--- src/rtl/filter_read_sequencer.sv ---
// filter_read_sequencer: replays each circular-scratchpad filter once per window, then releases it
module filter_read_sequencer #(
  parameter int ADDR_WIDTH = 8,
  parameter int DEPTH      = 256,
  parameter int CNT_WIDTH  = 8
) (
  input  logic                  clk,
  input  logic                  rst,
  input  logic                  start,
  input  logic [CNT_WIDTH-1:0]  num_filters,
  input  logic [CNT_WIDTH-1:0]  num_windows,
  input  logic [ADDR_WIDTH-1:0] filt_len,
  input  logic                  filt_ready,
  input  logic                  rd_ready,
  output logic                  rd_valid,
  output logic [ADDR_WIDTH-1:0] read_addr,
  output logic [ADDR_WIDTH-1:0] end_ptr,
  output logic                  ep_valid,
  output logic                  filt_last,
  output logic                  window_done,
  output logic                  filt_release,
  output logic                  busy,
  output logic                  done
);
  typedef enum logic [2:0] {S_IDLE, S_WAIT, S_READ, S_REL, S_DONE} state_t;
  localparam logic [ADDR_WIDTH:0] DEP = (ADDR_WIDTH+1)'(DEPTH);
  localparam logic [ADDR_WIDTH:0] ONE = (ADDR_WIDTH+1)'(1);
  localparam logic [CNT_WIDTH-1:0] C1 = CNT_WIDTH'(1);
  state_t state;
  logic [ADDR_WIDTH-1:0] base, len_q;
  logic [CNT_WIDTH-1:0] nf_q, nw_q, filt_cnt, win_cnt;
  function automatic logic [ADDR_WIDTH-1:0] wrap(input logic [ADDR_WIDTH:0] s);
    return (s >= DEP) ? ADDR_WIDTH'(s - DEP) : s[ADDR_WIDTH-1:0];
  endfunction
  assign ep_valid  = rd_valid & rd_ready;
  assign filt_last = ep_valid & (read_addr == end_ptr);
  always_ff @(posedge clk or posedge rst) begin
    if (rst) begin
      state        <= S_IDLE;
      base         <= '0;
      len_q        <= '0;
      nf_q         <= '0;
      nw_q         <= '0;
      filt_cnt     <= '0;
      win_cnt      <= '0;
      rd_valid     <= 1'b0;
      read_addr    <= '0;
      end_ptr      <= '0;
      window_done  <= 1'b0;
      filt_release <= 1'b0;
      busy         <= 1'b0;
      done         <= 1'b0;
    end else begin
      filt_release <= 1'b0;
      window_done  <= filt_last;
      done         <= state == S_DONE;
      case (state)
        S_IDLE: if (start) begin
          nf_q     <= num_filters;
          nw_q     <= num_windows;
          len_q    <= filt_len;
          filt_cnt <= '0;
          busy     <= 1'b1;
          state    <= (num_filters == '0 || num_windows == '0 || filt_len == '0) ? S_DONE : S_WAIT;
        end
        S_WAIT: if (filt_ready) begin
          end_ptr   <= wrap({1'b0, base} + {1'b0, len_q} - ONE);
          read_addr <= base;
          win_cnt   <= '0;
          rd_valid  <= 1'b1;
          state     <= S_READ;
        end
        S_READ: if (ep_valid) begin
          if (!filt_last) read_addr <= wrap({1'b0, read_addr} + ONE);
          else if (win_cnt != nw_q - C1) begin
            read_addr <= base;
            win_cnt   <= win_cnt + C1;
          end else begin
            rd_valid     <= 1'b0;
            filt_release <= 1'b1;
            state        <= S_REL;
          end
        end
        S_REL: begin
          base     <= wrap({1'b0, end_ptr} + ONE);
          filt_cnt <= filt_cnt + C1;
          state    <= (filt_cnt == nf_q - C1) ? S_DONE : S_WAIT;
        end
        default: begin
          busy  <= 1'b0;
          state <= S_IDLE;
        end
      endcase
    end
  end
endmodule

--- config.mk ---
export PLATFORM = sky130hd
export DESIGN_NAME = filter_read_sequencer
export DESIGN_NICKNAME = d
export VERILOG_FILES = /design/src/rtl/filter_read_sequencer.sv
export SDC_FILE = /design/constraint.sdc
export NUM_CORES = 1
export LEC_CHECK = 0
export CAP_MARGIN = 15
export CORE_MARGIN = 5
export CORE_UTILIZATION = 50
export CTS_BUF_LIST = sky130_fd_sc_hd__clkbuf_16
export CTS_CLUSTER_SIZE = 16
export DETAILED_ROUTE_END_ITERATION = 8
export PLACE_DENSITY = 0.78
export SLEW_MARGIN = 25
export SYNTH_ARGS = -nofsm -noshare
export SYNTH_HDL_FRONTEND = slang
export SYNTH_SLANG_ARGS = --single-unit
export TNS_END_PERCENT = 100
--- constraint.sdc ---
create_clock -name clk -period 2.4 [get_ports clk]
set_clock_uncertainty 0.05 [all_clocks]
set_input_delay 0.48 -clock clk [delete_from_list [all_inputs] [get_ports clk]]
set_output_delay 0.48 -clock clk [all_outputs]
set_load 0.03 [all_outputs]
==> results.json <==
{
  "max_slew_margin_pct": 66.6,
  "worst_skew_pair.late_latency_ps": 340,
  "grt_antenna_before_repair": 0,
  "post_synth_instance_area_um2": 4640,
  "total_power_mw": 8.77,
  "cts.clk_slew.worst_paths_ps": 70,
  "critPathRequiredTime_ps": 2560,
  "crit_type": "reg2reg",
  "finalSetupViolCount": 15,
  "synth-main-ff-cell": "dfrtp_1",
  "yosys_register_bits": 72,
  "total_overflow_reported_by_the_global_router": 0,
  "setup_ws_ps": -65.3,
  "yosysMostFrequentCell": "nand2_1",
  "p_per_area_nw_per_um2": 1420,
  "cts_tree": "built",
  "ff2ff_setup_slack_ps": -70,
  "rsz_0062_raised_after_global_routing": "true",
  "postSynthNetCount": 591,
  "crit_path_max_fanout": 11,
  "leakagePower_nw": 2.77,
  "most_area_consuming_cells_after_synthesis": "dfrtp_1 (39%), nand2_1 (8.4%), ha_1 (5.1%)",
  "dr.pass1.iters": 5,
  "grt_pass1_wl_um": 21800,
  "finish.utilization_pct": 67.5,
  "drt-initial-drc-count": 390,
  "cts.sink_count": 72,
  "synthDistinctLibCells": 60,
  "min_period_ps": 2470,
  "antennaDiodeCount": 0,
  "final_hold_viols": 0,
  "multi_input_area_um2": 2810,
  "fillerInstances": 694,
  "die_height_um": 106,
  "run_status": "finished with violations",
  "hp-class": "in2async",
  "sequential_cell_area_um2": 1800,
  "cts.htree.levels": 3,
  "post-place-ws_ps": -162,
  "timing_limited_maximum_frequency_mhz": 406,
  "drc": 0,
  "timing.reg2reg.worst_path_depth": 8,
  "syn_to_final_growth_pct": 33.3,
  "synth.largest_area_cell": "dfrtp_1",
  "post_synth_top_area_share_pct": 38.9,
  "routed_via_density": 5.99,
  "grt_max_degree": 56,
  "power.ir.vdd_worst_uv": 1470,
  "finalCritPeriodShare_pct": 103,
  "ios": 52,
  "critical_path_arrival_ps": 2630,
  "failing_checks": "setup timing",
  "cts-buffers-inserted": 9,
  "fp.dieArea_um2": 11300,
  "io_buffers": 51,
  "synth_top_cells_by_count": "nand2_1 (104), dfrtp_1 (72), inv_1 (41), o21ai_0 (36), nand3_1 (28)",
  "drt-total-wl_um": 13400,
  "grt_usage_pct": 24.0,
  "layout.nets": 684,
  "core_region_area_um2": 9150,
  "routed_length_per_instance_um": 17.9,
  "detailed_place_hpwl_um": 9440,
  "timing.critical_path.slowest_cell_delay_ps": 590,
  "crit-reg2reg-capture": "read_addr[0]$_DFFE_PP0P_",
  "cts.root.buffer_cell": "clkbuf_16",
  "number_of_global_route_vias_before_repair": 4499,
  "timing.critical_path.cells": "or4_4, o211a_1, a311oi_2, a211oi_2, buf_6, buf_8, o21a_1, a221o_1",
  "rows": 35,
  "origin_of_the_critical_flop_to_flop_path": "nw_q[2]$_DFFE_PP0P_",
  "die_x_um": 106,
  "report.final.slew_viol_count": 0,
  "drive_gt1_share_pct": 18.9,
  "cap_viol_max_count": 0,
  "timing.setup.tns_ps": -403,
  "route.antenna.remaining_nets": 0,
  "worstSetupStartpointType": "register",
  "initial_util_pct": 50.6,
  "synth_seq_area_share_pct": 38.9,
  "place_congestion": 0.885,
  "post_synth_inst_count": 542,
  "clk_path_buf_depth": 2,
  "number_of_enable_flip_flop_cells_after_synthesis": 0,
  "critPathSlowestCell": "or4_4",
  "synth_area_per_cell_um2": 8.55,
  "cts-hold-fix-buffers": 0,
  "worst_slew_pin_slew_ps": 497,
  "crit_path_end_kind": "register",
  "synth-async-reset-ratio_pct": 100,
  "vias": 4495,
  "synth-warning-count": 0
}
==> layer usage <==
layer / vias to the layer above / global-route usage (%) / share of wire [%]
met3: 44 / 3.83 / 5.8
met2: 178 / 39.8 / 49
li1: 2088 / - / -
met5: - / 0 / 0
met4: 0 / 9.90 / 3.2
met1: 2185 / 31.3 / 42
==> per-stage QoR <==
step	hold WS (ps)	cell area (um^2)	cells
2_1_floorplan	400	4660	542
3_3_place_gp	420	5600	732
3_5_place_dp	432	5600	732
4_1_cts	427	6070	749
5_1_grt	474	6180	751
6_report	408	6180	751
==> critical path, delay by kind of cell (launching register included) <==
kind	cells	cell delay [ps]
flip-flops	1	390
AO/OA/AOI/OAI	5	1000
AND/OR/NAND/NOR	1	590
buffers and inverters	2	310
==> state kept, by name, indices dropped and copies added, names as in the netlist <==
| register | flops |
|---|---|
| read_addr | 8 |
| window_done | 1 |
| filt_release | 1 |
| filt_cnt | 8 |
| rd_valid | 1 |
| end_ptr | 8 |
| done | 1 |
| busy | 1 |
| len_q | 8 |
| nf_q | 8 |
| state | 3 |
| base | 8 |
| win_cnt | 8 |
| nw_q | 8 |
==> power breakdown <==
group / leakage [nW] / total [mW] / internal, mW / switching, mW
Sequential: 0.912 / 2.21 / 1.67 / 0.541
Clock: 0.157 / 1.47 / 0.912 / 0.553
Combinational: 1.70 / 5.10 / 2.27 / 2.82
Total: 2.77 / 8.77 / 4.85 / 3.92
==> layout by cell type (no fill, tap or decap), types with 6 or more instances in the layout <==
cell type        instances
a211oi_2                 9
a21oi_1                 18
and3_1                   7
buf_4                   49
clkbuf_16                9
clkdlybuf4s50_1         49
dfrtp_1                 72
ha_1                    16
inv_1                   36
inv_2                    6
mux2i_1                 14
nand2_1                104
nand2b_1                12
nand3_1                 28
nand4_1                  6
nor2_1                  20
nor3b_2                  6
nor4_1                   9
o21ai_0                 34
or3_1                    9
xnor2_1                 17
xor2_1                  20
==> layout make-up <==
type	instances	share of cell area, %
inverter	41	2.49
sequential	72	29.2
clock buffer	9	3.65
clock inverter	7	1.58
multi-input combinational	406	45.5
tap	111	2.25
timing repair buffer	105	15.4
==> worst max-delay path by stage <==
stage | slack, ps | to | from | cells past startpoint
after floorplan | -20 | win_cnt[7]$_DFFE_PP0P_ | rd_valid$_DFFE_PP0P_ | 7
after global routing | -120 | read_addr[0]$_DFFE_PP0P_ | nw_q[2]$_DFFE_PP0P_ | 8
after CTS | -60 | win_cnt[6]$_DFFE_PP0P_ | nw_q[0]$_DFFE_PP0P_ | 7
final | -70 | read_addr[0]$_DFFE_PP0P_ | nw_q[2]$_DFFE_PP0P_ | 8
after global placement | -70 | win_cnt[7]$_DFFE_PP0P_ | rd_ready | 8
after detailed placement | -160 | win_cnt[7]$_DFFE_PP0P_ | rd_ready | 8
==> cells by family (layout without fill, tap and decap cells) <==
logic type	Yosys count	count (layout)	synth area share, %
simple gates	228	228	23.9
compound gates	105	105	15.5
flops	72	72	38.9
buf+inv	64	162	5.67
xor+xnor	37	37	6.99
fa+ha+maj	20	20	5.56
mux	16	16	3.51
==> what timing repair did <==
item	CTS	global route
gates resized for setup	33	15
setup buffers	1	2
cloned	0	0
pin swaps	12	11
setup endpoints to repair	20	20
No activity file was read; power rests on OpenSTA's default activity.
